===== config.mk =====
export PLATFORM = sky130hd
export DESIGN_NAME = vga_timing_gen_flat
export DESIGN_NICKNAME = d
export VERILOG_FILES = /design/src/rtl/vga_timing_gen_if.sv /design/src/rtl/vga_timing_gen.sv /design/src/flat_wrapper.sv
export SDC_FILE = /design/constraint.sdc
export NUM_CORES = 1
export LEC_CHECK = 0
export CAP_MARGIN = 40
export CORE_ASPECT_RATIO = 1.2
export CORE_UTILIZATION = 39
export DETAILED_ROUTE_END_ITERATION = 6
export PLACE_DENSITY = 0.87
export SKIP_LAST_GASP = 1
export SLEW_MARGIN = 30
export SYNTH_ARGS = -nofsm -noshare
export SYNTH_HDL_FRONTEND = slang
export SYNTH_SLANG_ARGS = --single-unit

===== constraint.sdc =====
create_clock -name clk -period 2.3 [get_ports clk]
set_clock_uncertainty 0.2 [all_clocks]
set_input_delay 0.46 -clock clk [delete_from_list [all_inputs] [get_ports clk]]
set_output_delay 0.46 -clock clk [all_outputs]
set_load 0.01 [all_outputs]

===== src/rtl/vga_timing_gen_if.sv =====
// Video-side bundle between the VGA timing stage and the pixel generator / DAC pins.
interface vga_timing_gen_if;
  logic [23:0] color_in;
  logic [15:0] pixel_x;
  logic [15:0] pixel_y;
  logic        vga_ready;
  logic        frame_start;
  logic        hsync;
  logic        vsync;
  logic        blank_n;
  logic [7:0]  vga_r;
  logic [7:0]  vga_g;
  logic [7:0]  vga_b;

  // Timing generator side: drives coordinates, strobes and video pins.
  modport master (
    input  color_in,
    output pixel_x, pixel_y, vga_ready, frame_start,
    output hsync, vsync, blank_n, vga_r, vga_g, vga_b
  );

  // Pixel generator / consumer side.
  modport slave (
    output color_in,
    input  pixel_x, pixel_y, vga_ready, frame_start,
    input  hsync, vsync, blank_n, vga_r, vga_g, vga_b
  );
endinterface


===== src/rtl/vga_timing_gen.sv =====
// VGA raster timing: pixel-rate divider, h/v counters, and a registered video
// output stage so sync, blank and colour leave the block on the same edge.
module vga_timing_gen #(
  parameter int H_ACTIVE = 640,
  parameter int H_FP     = 16,
  parameter int H_SYNC   = 96,
  parameter int H_BP     = 48,
  parameter int V_ACTIVE = 480,
  parameter int V_FP     = 10,
  parameter int V_SYNC   = 2,
  parameter int V_BP     = 33,
  parameter int CLK_DIV  = 4,   // 1..16 clk cycles per pixel
  parameter int SYNC_POL = 0    // active level of hsync/vsync
) (
  input  logic             clk,
  input  logic             rst,
  vga_timing_gen_if.master vga
);

  localparam int H_TOTAL = H_ACTIVE + H_FP + H_SYNC + H_BP;
  localparam int V_TOTAL = V_ACTIVE + V_FP + V_SYNC + V_BP;

  // Thresholds pre-sized to the counter width so every compare is 10 bits.
  localparam logic [9:0] H_ACT_L  = 10'(H_ACTIVE);
  localparam logic [9:0] H_SS_L   = 10'(H_ACTIVE + H_FP);
  localparam logic [9:0] H_SE_L   = 10'(H_ACTIVE + H_FP + H_SYNC);
  localparam logic [9:0] H_LAST_L = 10'(H_TOTAL - 1);
  localparam logic [9:0] V_ACT_L  = 10'(V_ACTIVE);
  localparam logic [9:0] V_SS_L   = 10'(V_ACTIVE + V_FP);
  localparam logic [9:0] V_SE_L   = 10'(V_ACTIVE + V_FP + V_SYNC);
  localparam logic [9:0] V_LAST_L = 10'(V_TOTAL - 1);
  localparam logic [3:0] DIV_LAST = 4'(CLK_DIV - 1);

  localparam logic SYNC_ON  = (SYNC_POL != 0);
  localparam logic SYNC_OFF = !SYNC_ON;

  logic [3:0]  div_q, div_d;
  logic [9:0]  h_q, h_d;
  logic [9:0]  v_q, v_d;
  logic        hs_q, hs_d;
  logic        vs_q, vs_d;
  logic        blank_q, blank_d;
  logic [23:0] rgb_q, rgb_d;

  logic ready;
  logic active;
  logic in_hsync;
  logic in_vsync;

  // With one clk per pixel every clk is a pixel boundary, so the strobe is
  // tied high rather than decoded from a counter that never moves.
  generate
    if (CLK_DIV == 1) begin : g_div1
      assign ready = 1'b1;
    end else begin : g_divn
      assign ready = (div_q == DIV_LAST);
    end
  endgenerate

  // Decodes of the current (pre-advance) position feeding the video registers.
  assign active   = (h_q < H_ACT_L) && (v_q < V_ACT_L);
  assign in_hsync = (h_q >= H_SS_L) && (h_q < H_SE_L);
  assign in_vsync = (v_q >= V_SS_L) && (v_q < V_SE_L);

  // Next-state: divider always runs; counters and video regs move only on ready.
  always_comb begin
    div_d   = div_q;
    h_d     = h_q;
    v_d     = v_q;
    hs_d    = hs_q;
    vs_d    = vs_q;
    blank_d = blank_q;
    rgb_d   = rgb_q;
    if (ready) begin
      div_d = '0;
      if (h_q == H_LAST_L) begin
        h_d = '0;
        if (v_q == V_LAST_L) begin
          v_d = '0;
        end else begin
          v_d = v_q + 10'd1;
        end
      end else begin
        h_d = h_q + 10'd1;
      end
      blank_d = active;
      rgb_d   = active ? vga.color_in : 24'd0;
      hs_d    = in_hsync ? SYNC_ON : SYNC_OFF;
      vs_d    = in_vsync ? SYNC_ON : SYNC_OFF;
    end else begin
      div_d = div_q + 4'd1;
    end
  end

  // State register with synchronous reset to the idle raster origin.
  always_ff @(posedge clk) begin
    if (rst) begin
      div_q   <= '0;
      h_q     <= '0;
      v_q     <= '0;
      hs_q    <= SYNC_OFF;
      vs_q    <= SYNC_OFF;
      blank_q <= 1'b0;
      rgb_q   <= '0;
    end else begin
      div_q   <= div_d;
      h_q     <= h_d;
      v_q     <= v_d;
      hs_q    <= hs_d;
      vs_q    <= vs_d;
      blank_q <= blank_d;
      rgb_q   <= rgb_d;
    end
  end

  assign vga.pixel_x     = {6'd0, h_q};
  assign vga.pixel_y     = {6'd0, v_q};
  assign vga.vga_ready   = ready;
  assign vga.frame_start = ready && (h_q == H_LAST_L) && (v_q == V_LAST_L);
  assign vga.hsync       = hs_q;
  assign vga.vsync       = vs_q;
  assign vga.blank_n     = blank_q;
  assign vga.vga_r       = rgb_q[23:16];
  assign vga.vga_g       = rgb_q[15:8];
  assign vga.vga_b       = rgb_q[7:0];

endmodule

===== src/flat_wrapper.sv =====
// flat-port wrapper written by rule: the top's interface ports become plain ports
module vga_timing_gen_flat 
#(
  parameter int H_ACTIVE = 640,
  parameter int H_FP     = 16,
  parameter int H_SYNC   = 96,
  parameter int H_BP     = 48,
  parameter int V_ACTIVE = 480,
  parameter int V_FP     = 10,
  parameter int V_SYNC   = 2,
  parameter int V_BP     = 33,
  parameter int CLK_DIV  = 4,                                
  parameter int SYNC_POL = 0                                  
)
  (clk, rst, vga_color_in, vga_pixel_x, vga_pixel_y, vga_vga_ready, vga_frame_start, vga_hsync, vga_vsync, vga_blank_n, vga_vga_r, vga_vga_g, vga_vga_b);
  vga_timing_gen_if vga_i ();
  input  logic clk;
  input  logic rst;
  input wire logic [$bits(vga_i.color_in)-1:0] vga_color_in;
  output wire logic [$bits(vga_i.pixel_x)-1:0] vga_pixel_x;
  output wire logic [$bits(vga_i.pixel_y)-1:0] vga_pixel_y;
  output wire logic [$bits(vga_i.vga_ready)-1:0] vga_vga_ready;
  output wire logic [$bits(vga_i.frame_start)-1:0] vga_frame_start;
  output wire logic [$bits(vga_i.hsync)-1:0] vga_hsync;
  output wire logic [$bits(vga_i.vsync)-1:0] vga_vsync;
  output wire logic [$bits(vga_i.blank_n)-1:0] vga_blank_n;
  output wire logic [$bits(vga_i.vga_r)-1:0] vga_vga_r;
  output wire logic [$bits(vga_i.vga_g)-1:0] vga_vga_g;
  output wire logic [$bits(vga_i.vga_b)-1:0] vga_vga_b;
  assign vga_i.color_in = vga_color_in;
  assign vga_pixel_x = vga_i.pixel_x;
  assign vga_pixel_y = vga_i.pixel_y;
  assign vga_vga_ready = vga_i.vga_ready;
  assign vga_frame_start = vga_i.frame_start;
  assign vga_hsync = vga_i.hsync;
  assign vga_vsync = vga_i.vsync;
  assign vga_blank_n = vga_i.blank_n;
  assign vga_vga_r = vga_i.vga_r;
  assign vga_vga_g = vga_i.vga_g;
  assign vga_vga_b = vga_i.vga_b;
  vga_timing_gen #(.H_ACTIVE(H_ACTIVE), .H_FP(H_FP), .H_SYNC(H_SYNC), .H_BP(H_BP), .V_ACTIVE(V_ACTIVE), .V_FP(V_FP), .V_SYNC(V_SYNC), .V_BP(V_BP), .CLK_DIV(CLK_DIV), .SYNC_POL(SYNC_POL)) u_core (.clk(clk), .rst(rst), .vga(vga_i));
endmodule

Word level (Yosys, flattened, before mapping):

Cells that the tools add are included.
Widths: inputs -> output; s select.

* register bits after elaboration: 51
* output and inout port bits: 61
* word-level logic and storage cells: 31

* $add $sub $neg: 3
* order comparisons: 6
* equal/unequal tests: 3
* mux-type cells: 5
* reductions and logical operators: 7

Operators by type and width (count)
* $mux 24: 1
* $add 10x1->10 const B: 2
* $eq 10x10->1 const B: 2
* $lt 10x10->1 const B: 2
* $lt 10x9->1 const B: 2
* $mux 10: 2
* $ge 10x10->1 const B: 1
* $ge 10x9->1 const B: 1
* $logic_and 1x1->1: 5
* $add 4x1->4 const B: 1
* $eq 4x2->1 const B: 1
* $mux 1: 2
* $reduce_and 2->1: 1
* $reduce_or 2->1: 1

Logic depth before layout (Yosys ltp):

Gate-level depths: netlist (run 1).

* depth after elaboration: 3
* gate-level depth with buffers: 7
* mapped depth without buffers: 6

Worst setup path after synthesis (run 1):

No wires, ideal clock.

* kind: register to output
* start: register u_core.div_q[0]
* end: output vga_frame_start
* arrival: 1.722 ns
* data required time: 1.640 ns
* slack: -0.082 ns
* cell stages (with the launch flop): 6
* path buffers: 1
* cell sequence: dfxtp_1 -> ha_1 -> or3b_4 -> or4_4 -> buf_6 -> nor2_1

* longest elaborated chain between the ends: 3

RTL lines
* start: declaration: RTL line vga_timing_gen.sv:37 `logic [3:0] div_q, div_d;`
* start signal: assignment: RTL line vga_timing_gen.sv:106 `div_q <= div_d;`
* $eq 4x2->1: RTL line vga_timing_gen.sv:56 `assign ready = (div_q == DIV_LAST);`
* $logic_and 1x1->1 (2 in series): RTL line vga_timing_gen.sv:119 `assign vga.frame_start = ready && (h_q == H_LAST_L) && (v_q == V_LAST_L);`
* end: declaration: RTL line flat_wrapper.sv:23 `output wire logic [$bits(vga_i.frame_start)-1:0] vga_frame_start;`

Every way passes these cells.

Final worst setup path (run 1):

* start: register u_core.div_q[1]
* end: output vga_frame_start

Same word-level chain as after synthesis.

==> flow_results.org, run 1 <==
** Run status
- The run finished, with violations left.
- Violated checks :: negative setup slack

** Synthesis
- The netlist uses 47 different library cells.
- Synthesis produced a netlist whose cell count is ~220.
- Proportion of synthesized chip area in sequential cells :: 0.467
- Synthesized area per cell :: roughly 9.8 um^2
- The most used flip-flop cell after synthesis is dfxtp_1.
- Counting flops and latches in the post-synthesis netlist gives between 50 and 60.
- Syn Std Cell Area :: about 0.0022 mm^2
- Number of enable flip-flop cells after synthesis :: 0
- Proportion of register bits with asynchronous set or reset after synthesis :: 0
- During synthesis, Yosys emitted a total of 0 warnings.

** Placed design
- Number of cells in the design after placement :: 382
- At the end of routability-driven placement, the weighted congestion stood at slightly above 0.8.
- Count of buffers inserted at the top-level ports :: 74
- Prior to clock tree synthesis, the placed netlist has a worst setup slack of -419 ps.
- HPWL after DPL :: approximately 3900 um

** Pwr
- Summed over all cells, the static leakage comes to ~1.3 nW.
- Overall power consumption after layout is estimated at ~1.7 mW.
- For this design the total switching power over the nets is around 410 uW.
- The share of total power dissipated in the clock network is 0.302.
- VDD IR max :: around 0.00034 V
- The share of total power dissipated in sequential elements is 0.560.
- Combinational share of power :: 0.138
- Of the total power, the share spent switching nets is 0.246.
- Cell internal power was estimated by the tool at about 1.3 mW.
- Power spread over the standard cell area amounts to between 500 and 600 mW/mm^2.

** Die
- During I/O placement, the number of pins put on the boundary was between 80 and 90.
- The die is approximately 70 um wide.
- The region available for standard cell placement spans 0.00533 mm^2.
- The floorplan step set the die height to approximately 84 um.
- Initial core utilization :: 0.410
- In this run the core area contains 29 standard-cell rows.
- The die covers approximately 0.0059 mm^2.

** Layout
- Antenna diode instance count :: 0
- Area added between synthesis and finish :: 52.1%
- In the final design database the tool counted 361 nets.
- After filler insertion, the fill cell instance count of the layout stands at 452.
- Proportion of layout cells with a drive suffix above 1 :: 0.185
- The count of cells in the finished layout, fillers not included, comes to 392.

** Detailed routing
- Detailed-routing iteration count for the pre-antenna-repair pass :: 4
- Routed wire length :: around 5300 um
- The count of nets left with antenna violations once routing finished came out at 0.
- Routed via count :: 2031
- After detailed routing, the average wire length per cell comes to around 13 um.
- Initial DRC Count :: about 150
- For this run, design rule violations remaining after detail routing come to 0.
- Post-DR vias/cell :: around 5.2

** CTS
- The number of hold buffers added after CTS was 0.
- Clk pin slew, worst setup/hold paths :: ~90 ps
- TritonCTS Buffers :: 5
- Counting every sink on the clock net gives 51.
- TritonCTS clock tree :: yes
- In this run the number of H-tree levels came out at 2.
- The clock passes through at most 2 buffers.
- CTS Root Cell :: clkbuf_8
- For the worst-skew pair, the clock arrives at the later sink with an insertion delay of ~300 ps.

** Timing
- Max Transition Viols Final :: 0
- Worst slew margin :: 0.615
- At the pin with the least slew margin, the transition time is roughly 570 ps.
- In the post-route analysis, the smallest setup slack over all paths is -191 ps.
- The number of failing hold endpoints at the final stage was 0.
- For the finished layout, the period the worst path requires is ~2500 ps.
- Setup Viol. Count Final :: 1
- In the finished design, the share of the clock period the worst path needs comes to 1.08.
- Setup total negative slack on the finished layout was measured at -191 ps.
- Timing-limited maximum frequency :: about 0.4 GHz
- Setup repair after global routing missed its margin :: true

** Critical path
- Highest fanout seen on the critical path :: 2
- For the worst setup path, the data arrival time is around 1800 ps.
- Crit path cell chain :: ha_4 > or3b_4 > or4_4 > nor2_4 > buf_6
- Worst path top cell family by delay :: simple AND/OR/NAND/NOR gates
- The critical path is of the flip-flop to output pin type.
- For this run, the slowest stage of the critical path takes 450 ps.
- Kind of start point of the critical path :: flip-flop
- Kind of capture point of the worst setup path :: output pin
- Required arrival time at the worst endpoint :: 1640 ps
- The slowest stage of the critical path is the or4_4 cell.
- Counting both buffers and inverters, the worst setup path holds a total of 1.

** Global routing
- The number of global-route vias before repair was 1932.
- In the global route stage, overall resource usage came out at 0.178.
- The number of antenna violations at the first check in global routing is 0.
- Maximum number of pins on one net before global-route repair :: 26
- For this run the aggregate overflow at the end of global routing stands at 0.
- Global-route wire length before repair :: 8530 um

** Min path
- Worst min path class :: flip-flop to flip-flop

** Job
- Max Cap Viol :: 0
flip-flops by register name, summed over array words and instances (netlist names):
name	flops
u_core.vga.hsync	1
u_core.vga.vsync	1
u_core.v_q	10
u_core.h_q	10
u_core.rgb_q	24
u_core.div_q	4
u_core.vga.blank_n	1
routing by layer:
metal	GRT usage	up-vias	wire length, um
met2	0.300	86	2600
met5	0	-	0
met1	0.207	944	2200
met4	0.0727	0	95
li1	-	991	-
met3	0.0543	10	373
logic make-up after synthesis:
kind of cell	after synthesis	synth area share
AND/OR/NAND/NOR	75	0.195
flip-flops	51	0.467
AO/OA/AOI/OAI	46	0.171
buffers and inverters	30	0.0761
XOR/XNOR	11	0.0441
adder cells (fa/ha/maj)	6	0.0343
multiplexers	2	0.0114
other	1	0.00172
worst paths after layout:
kind | startpoint | end | slack [ps] | cells after the start
max | u_core.div_q[1]$_SDFF_PP0_ | vga_frame_start | -190 | 5
min | u_core.vga.blank_n$_SDFFE_PP0P_ | u_core.vga.blank_n$_SDFFE_PP0P_ | 280 | 1
max reg2reg | u_core.div_q[1]$_SDFF_PP0_ | u_core.v_q[5]$_SDFFE_PP0P_ | 50 | 6
min reg2reg | u_core.vga.blank_n$_SDFFE_PP0P_ | u_core.vga.blank_n$_SDFFE_PP0P_ | 280 | 1
power groups by stage:
stage / Combinational [mW] / Clock, mW / Sequential (mW)
floorplan: 0.0958 / 0 / 0.963
global placement: 0.221 / 0 / 0.952
detailed placement: 0.225 / 0 / 0.953
CTS: 0.226 / 0.514 / 0.934
global route: 0.251 / 0.544 / 0.941
finish: 0.231 / 0.504 / 0.936
stage by stage:
step	util	cell area [um^2]	hold slack (ps)
final	0.624	3330	276
after global routing	0.624	3330	305
after CTS	0.617	3290	282
after detailed placement	0.601	3200	255
after global placement	0.601	3200	240
after floorplan	-	2240	203
cell usage after synthesis, types with 2 or more instances:
| cell | n | area share |
|---|---|---|
| a21oi_1 | 5 | 0.011 |
| nor3_1 | 5 | 0.011 |
| nand3_1 | 9 | 0.021 |
| o41ai_1 | 3 | 0.012 |
| and3_1 | 3 | 0.0086 |
| o31ai_1 | 2 | 0.0069 |
| o211ai_1 | 3 | 0.010 |
| and2_1 | 2 | 0.0057 |
| dfxtp_1 | 51 | 0.47 |
| ha_1 | 6 | 0.034 |
| nor2_1 | 16 | 0.027 |
| inv_1 | 7 | 0.012 |
| nand4_1 | 7 | 0.020 |
| xor2_1 | 8 | 0.032 |
| nor4b_1 | 2 | 0.0080 |
| nand3b_1 | 2 | 0.0069 |
| a22o_1 | 24 | 0.096 |
| xnor2_1 | 3 | 0.012 |
| clkbuf_1 | 7 | 0.012 |
| or2_2 | 3 | 0.0086 |
| and4_1 | 3 | 0.012 |
| o21ai_0 | 2 | 0.0046 |
| buf_4 | 12 | 0.041 |
| nand2_1 | 14 | 0.024 |
placed cells by master (no fill, tap or decap), types with 2 or more instances in the layout:
master / netlist / layout
buf_12: 0 / 2
o21ai_0: 2 / 2
nor2_1: 16 / 15
nand3b_1: 2 / 2
buf_4: 12 / 33
a22o_1: 24 / 24
nor4b_1: 2 / 2
nand4_1: 7 / 7
dfxtp_2: 0 / 2
clkbuf_8: 0 / 5
nand2_1: 14 / 14
a21oi_1: 5 / 5
or2_2: 3 / 3
nand3_1: 9 / 9
clkdlybuf4s50_1: 0 / 72
conb_1: 1 / 12
inv_1: 7 / 7
o41ai_1: 3 / 3
ha_1: 6 / 5
xnor2_1: 3 / 3
xor2_1: 8 / 8
and4_1: 3 / 3
and3_1: 3 / 3
nor3_1: 5 / 5
o31ai_1: 2 / 2
and2_1: 2 / 2
dfxtp_1: 51 / 49
o211ai_1: 3 / 3
timing repair:
action                                  in CTS  in global routing
endpoints found under the hold margin        0                  0
gates resized for setup                      9                  3
endpoints found under the setup margin       5                 29
buffers inserted                             0                  2
pin swaps                                    1                  0
cell type report:
| cell class | count | area (um^2) | share of cell area |
|---|---|---|---|
| multi-input combinational | 152 | 1060 | 0.319 |
| timing repair buffer | 110 | 1050 | 0.315 |
| sequential | 51 | 1020 | 0.308 |
| tap | 62 | 77.6 | 0.0233 |
| clock buffer | 6 | 72.6 | 0.0218 |
| inverter | 9 | 33.8 | 0.0102 |
| clock inverter | 2 | 12.5 | 0.00376 |
No activity file was read; power rests on OpenSTA's default activity.
==> inputs of run 2 (changes only) <==
==> constraint.sdc (replaced) <==
create_clock -name clk -period 2.06 [get_ports clk]
set_clock_uncertainty 0.2 [all_clocks]
set_input_delay 0.412 -clock clk [delete_from_list [all_inputs] [get_ports clk]]
set_output_delay 0.412 -clock clk [all_outputs]
set_load 0.01 [all_outputs]
==> flow_results.org, run 2 (synthesis results as in run 1) <==
** Layout
- Highest-count cells in the layout ignoring fill and taps :: clkdlybuf4s50_1, dfxtp_1, buf_4
- Area added between synthesis and finish :: 73.4%
- The register with the most flip-flops in the layout has 24 of them.
- The net count of the finished layout is ~390.
- Proportion of layout cells with a drive suffix above 1 :: 0.312
- Most flops, register :: u_core.rgb_q
- The number of antenna diodes in the final layout is 0.
- The library cell used most frequently in the layout, excluding fill and tap cells, is clkdlybuf4s50_1.
- The layout has between 300 and 400 filler cells.
- The largest registers in the layout are u_core.rgb_q: 24 flops, u_core.h_q: 10 flops, u_core.v_q: 10 flops.

** Die
- Die Height :: 84.0 um
- Number of placed I/O pins :: 87
- The die covers 0.00591 mm^2.
- Initial core utilization :: 0.410
- The region available for standard cell placement spans 0.00533 mm^2.
- The die is ~70 um wide.
- The floorplan has 29 rows.

** Detailed routing
- In the routed layout, each cell is associated on average with a via count of roughly 5.3.
- Routed via count :: approximately 2200
- After detailed routing, the met2 layer carries about 3500 um of wire.
- The highest metal layer carrying signal wires in the routed design is met4.
- In this run the remaining antenna-violating nets after routing total 0.
- Initial DRC Count :: about 170
- Summed over all layers, the routed wires come to approximately 6800 um.
- After detailed routing, the number of remaining DRC violations is 0.
- After detailed routing, the met3 layer carries 369 um of wire.
- M1 WL :: between 2000 and 3000 um
- Detailed-routing iteration count for the pre-antenna-repair pass :: 4
- DR WL/cell :: ~16 um

** Critical path
- Highest fanout seen on the critical path :: 2
- Kind of capture point of the worst setup path :: output pin
- The critical path is of the flip-flop to output pin type.
- Data arrives at the worst endpoint at around 1800 ps.
- Required arrival time at the worst endpoint :: ~1500 ps
- STA classifies the critical path startpoint as a flip-flop.

** Placed design
- HPWL after DPL :: between 4000 and 5000 um
- Count of buffers inserted at the top-level ports :: 74
- Dpl ws :: -472 ps
- The congestion estimate from routability-driven global placement came to 0.816.

** Timing
- The number of slew-limit violations in the final report came to 0.
- Final Hold Vio Count :: 0
- Across all hold checks on the routed design, the worst slack comes to 279 ps.
- Setup slack on the critical path of the routed design comes to -394 ps.
- Tmin final :: around 2500 ps
- Setup repair after global routing could not meet its margin everywhere.
- Crit share post-route :: 1.19
- Setup Viol. Count Final :: 49
- Timing would allow up to around 0.41 GHz.

** Min path
- The min-delay analysis places its worst path in the category flip-flop to flip-flop.

** Pwr
- The worst-case IR drop observed on VDD is between 0.0004 and 0.0005 V.
- Clock group share of total power :: 0.287
- Sequential cell fraction of total power :: 0.528
- Of the total power, combinational logic draws 0.186.
- Switching power summed over all nets :: roughly 500 uW
- Dividing total power by cell area gives a power density of 522 mW/mm^2.
- Summed over all cells, the static leakage comes to 1.53 nW.
- Cell-internal power :: roughly 1.5 mW
- Net switching share of the total power :: 0.254

** CTS
- Number of H-tree levels :: 2
- CTS Root Cell :: clkbuf_8
- TritonCTS Buffers :: 5
- After clock tree synthesis, the clock-pin slew on the worst setup and hold paths is about 90 ps.
- TritonCTS built the clock tree.
- Clock latency reported for the late side of the worst-skew pair :: around 300 ps
- CTS saw slightly above 50 sinks.
- Number of buffers on the longest clock path :: 2

** Global routing
- Entering global routing, the biggest net connects 16 pins.
- Overall overflow remaining after global route :: 0
- The number of global-route vias before repair is 2155.
- GRT Overall Usage :: 0.215
- The number of antenna violations at the first check in global routing is 0.
- The first global-routing pass estimated 10100 um of wire.

** Job
- Across the run, the number of max-cap violations was 0.

** Run status
- Result of the run :: finished with violations
- The checks that failed: negative setup slack.
## run 2: cell types whose count changed in the layout (fill, tap and decap cells not counted), moves of 3 or more
cell / change
o41ai_2: +3
nand3_1: -4
buf_4: +11
buf_6: +9
buf_16: +4
a21oi_1: -3
nand3_2: +4
o41ai_1: -3
a21oi_2: +3
## run 2: power by group through the flow
stage               sequential [mW]  clock (mW)  combinational [mW]
finish                         1.04       0.567               0.367
global placement               1.06           0               0.263
detailed placement             1.06           0               0.270
global route                   1.05       0.610               0.387
floorplan                      1.08           0               0.107
CTS                            1.04       0.571               0.337
## run 2: layer usage
layer / track usage / up-vias
met5: 0 / -
met4: 0.0982 / 0
met3: 0.0459 / 12
met2: 0.375 / 90
met1: 0.248 / 1073
li1: - / 1048
## run 2: cell type report
cell class                      instances  area, um^2  share of cell area
Clock inverter                          2        12.5             0.00330
Inverter                                9        36.3             0.00957
Tap cell                               62        77.6              0.0205
Clock buffer                            6        72.6              0.0191
Multi-Input combinational cell        153        1220               0.321
Timing Repair Buffer                  135        1350               0.356
Sequential cell                        51        1030               0.271
## run 2: worst max-delay path, cell delays in order, from the launching register on
cell and delay (ps):
dfxtp_2 360, ha_4 140, or3b_4 370, or4_4 440, nor2_2 100, buf_2 130
## run 2: path summary, 6_finish.rpt
kind | from | to | slack (ps) | cells after the start
max | u_core.div_q[1]$_SDFF_PP0_ | vga_frame_start | -390 | 5
min | u_core.vga.blank_n$_SDFFE_PP0P_ | u_core.vga.blank_n$_SDFFE_PP0P_ | 280 | 1
max reg2reg | u_core.div_q[1]$_SDFF_PP0_ | u_core.v_q[3]$_SDFFE_PP0P_ | -280 | 8
min reg2reg | u_core.vga.blank_n$_SDFFE_PP0P_ | u_core.vga.blank_n$_SDFFE_PP0P_ | 280 | 1
## run 2: through the flow
stage	total power [mW]	setup TNS, ps	utilization	instance area [um^2]	cells
CTS	1.95	-6490	0.681	3630	409
finish	1.98	-10160	0.711	3790	418
floorplan	1.19	-140	-	2270	233
global route	2.04	-13440	0.711	3790	418
global placement	1.33	-772	0.613	3270	386
detailed placement	1.33	-2100	0.613	3270	386
## run 2: timing repair
item                                   in CTS  in global routing
setup buffers                              11                  8
resized for setup                          35                 21
cloned                                      4                  1
pin swaps                                   7                 18
endpoints found under the hold margin       0                  0
hold buffers                                0                  0
setup endpoints to repair                  38                 49
==> inputs of run 3 (changes only) <==
--- a/config.mk
+++ b/config.mk
@@ -5,11 +5,12 @@
 export SDC_FILE = /design/constraint.sdc
 export NUM_CORES = 1
 export LEC_CHECK = 0
-export CAP_MARGIN = 40
+export CAP_MARGIN = 20
 export CORE_ASPECT_RATIO = 1.2
 export CORE_UTILIZATION = 39
 export DETAILED_ROUTE_END_ITERATION = 6
 export PLACE_DENSITY = 0.87
+export SKIP_CTS_REPAIR_TIMING = 1
 export SKIP_LAST_GASP = 1
 export SLEW_MARGIN = 30
 export SYNTH_ARGS = -nofsm -noshare
==> flow_results.org, run 3 (synthesis results as in run 1) <==
** Die
- X dimension of the die :: between 70 and 80 um
- Initial core utilization :: 0.410
- Number of placed I/O pins :: 87
- Die Footprint :: about 0.006 mm^2
- Die Height :: between 80 and 90 um
- After floorplanning, the core was sized to cover approximately 0.0053 mm^2.
- In this run the core area contains 29 standard-cell rows.

** Timing
- Based on the critical path, the design can be clocked at up to 0.411 GHz.
- Setup Viol. Count Final :: 42
- Hold is met by between 200 and 300 ps.
- Final Hold Vio Count :: 0
- Tmin final :: ~2400 ps
- Sum of negative setup slack :: -5220 ps
- Setup repair after global routing missed its margin :: true
- Least setup slack across all paths after layout :: -371 ps
- Dividing the final minimum period by the clock period gives 1.18.
- The number of slew-limit violations in the final report came to 0.

** Detailed routing
- In the routed design, unresolved DRC markers number 0.
- Post-DRT Antenna Nets :: 0
- Detailed-routing iteration count for the pre-antenna-repair pass :: 4
- DR WL/cell :: 16.1 um
- Initial DRC Count :: 247
- Post-DR vias/cell :: 5.32
- Routed via count :: roughly 2200
- For this block, the routed nets add up to about 6600 um of wire.

** Job
- Max Cap Viol :: 0

** Layout
- Max reg flops :: 24
- The largest registers in the layout are u_core.rgb_q: 24 flops, u_core.h_q: 10 flops, u_core.v_q: 10 flops.
- The library cell used most frequently in the layout, excluding fill and tap cells, is clkdlybuf4s50_1.
- Most flops, register :: u_core.rgb_q
- Footprint of the multi-input gates :: about 0.0011 mm^2
- Highest-count cells in the layout ignoring fill and taps :: clkdlybuf4s50_1, dfxtp_1, buf_4
- Across the whole layout, storage elements account for between 0.001 and 0.0015 mm^2.
- The filler cells instantiated in the layout total 393.
- Relative to the synthesized area, the layout overhead comes to 65.3%.
- The repair_antennas step left the layout with diodes totalling 0.
- At the end of the flow, the number of nets in the layout was ~380.
- Of the cells placed in the final design, the portion with a size suffix greater than 1 is 0.262.

** Critical path
- Data on the critical path arrives at its endpoint at ~1800 ps.
- The critical path goes through ha_4 > or3b_4 > or4_4 > nor2_2 > buf_2.
- Grouping stages by cell kind, the critical path spends the most delay in simple AND/OR/NAND/NOR gates.
- The largest single stage delay on the critical path is 440 ps.
- Critical Path Slowest Stage Cell :: or4_4
- Highest fanout seen on the critical path :: 2
- WP buf/inv :: 1
- Kind of capture point of the worst setup path :: output pin
- Kind of start point of the critical path :: flip-flop
- The setup path with the least slack is of type flip-flop to output pin.
- STA puts the critical path data required time at between 1000 and 1500 ps.

** Pwr
- In this run the power density over the cells is between 500 and 600 mW/mm^2.
- Of the total power, the share spent switching nets is 0.253.
- The worst-case IR drop observed on VDD is 0.000476 V.
- Leakage Power :: between 1 and 1.5 nW
- The internal power of the cells totals 1.45 mW.
- Sequential cell fraction of total power :: 0.537
- Clock group share of total power :: 0.294
- The analysis attributes to net switching a power of a little under 500 uW.
- Combinational share of power :: 0.169

** Global routing
- Overall overflow remaining after global route :: 0
- Antenna violations before repair :: 0
- Vias in the first global route :: between 1500 and 2000
- Global-route wire length before repair :: approximately 8700 um
- Maximum number of pins on one net before global-route repair :: 26
- GRT Overall Usage :: 0.183

** CTS
- In this run the number of H-tree levels came out at 2.
- TritonCTS clock tree :: yes
- Clock-pin slew was measured on the worst setup and hold paths at approximately 90 ps.
- The root buffer cell chosen for the clock tree is clkbuf_8.
- Clock latency reported for the late side of the worst-skew pair :: roughly 300 ps
- The clock net in this run drives a total of 51 sinks.
- Counting along the longest clock path gives a buffer depth of 2.
- TritonCTS Buffers :: 5

** Min path
- The worst hold path belongs to the class flip-flop to flip-flop.

** Placed design
- Routability cong. :: ~0.82
- HPWL after DPL :: 4090 um
- Input and output buffers added on the ports amount to 74.
- Before CTS, the worst setup slack after placement is -472 ps.

** Run status
- The checks that failed: negative setup slack.
- The flow ran to the end, but the final reports show violations.
## run 3: routing by layer
layer / routed length [um] / track usage / part of all wire
met1: 2600 / 0.218 / 0.40
met2: 3420 / 0.313 / 0.52
met3: 427 / 0.0459 / 0.065
met4: 122 / 0.0655 / 0.019
met5: 0 / 0 / 0
## run 3: area by class of cell
| type | count | share of cell area |
|---|---|---|
| Tap cell | 62 | 0.0215 |
| Clock inverter | 2 | 0.00346 |
| Clock buffer | 6 | 0.0201 |
| Sequential cell | 51 | 0.284 |
| Timing Repair Buffer | 126 | 0.345 |
| Multi-Input combinational cell | 153 | 0.316 |
| Inverter | 9 | 0.0100 |
## run 3: power by group through the flow
stage	clock (mW)	sequential, mW	combinational [mW]
floorplan	0	1.08	0.107
global placement	0	1.06	0.263
detailed placement	0	1.06	0.270
CTS	0.571	1.04	0.271
global route	0.616	1.05	0.349
finish	0.570	1.04	0.329
## run 3: worst paths after layout
kind,from,end,slack [ps],cells after the start
setup / recovery,u_core.div_q[1]$_SDFF_PP0_,vga_frame_start,-370,5
setup reg to reg,u_core.div_q[1]$_SDFF_PP0_,u_core.rgb_q[12]$_SDFFE_PP0P_,-170,11
hold reg to reg,u_core.vga.blank_n$_SDFFE_PP0P_,u_core.vga.blank_n$_SDFFE_PP0P_,280,1
hold / removal,u_core.vga.blank_n$_SDFFE_PP0P_,u_core.vga.blank_n$_SDFFE_PP0P_,280,1
## run 3: metrics by stage
| step | std cells | util | power [mW] | area [um^2] |
|---|---|---|---|---|
| global placement | 386 | 0.613 | 1.33 | 3270 |
| CTS | 394 | 0.629 | 1.88 | 3360 |
| finish | 409 | 0.677 | 1.94 | 3610 |
| global route | 409 | 0.677 | 2.01 | 3610 |
| detailed placement | 386 | 0.613 | 1.33 | 3270 |
| floorplan | 233 | - | 1.19 | 2270 |
## run 3: worst reg2reg max path, cell delays in order, from the launching register on
cell and delay (ps):
dfxtp_2 360, ha_4 140, or3b_4 380, buf_4 150, buf_8 130, inv_4 50
buf_6 100, nand2_2 60, nor3_4 210, buf_12 150, clkbuf_16 140, a22o_1 130
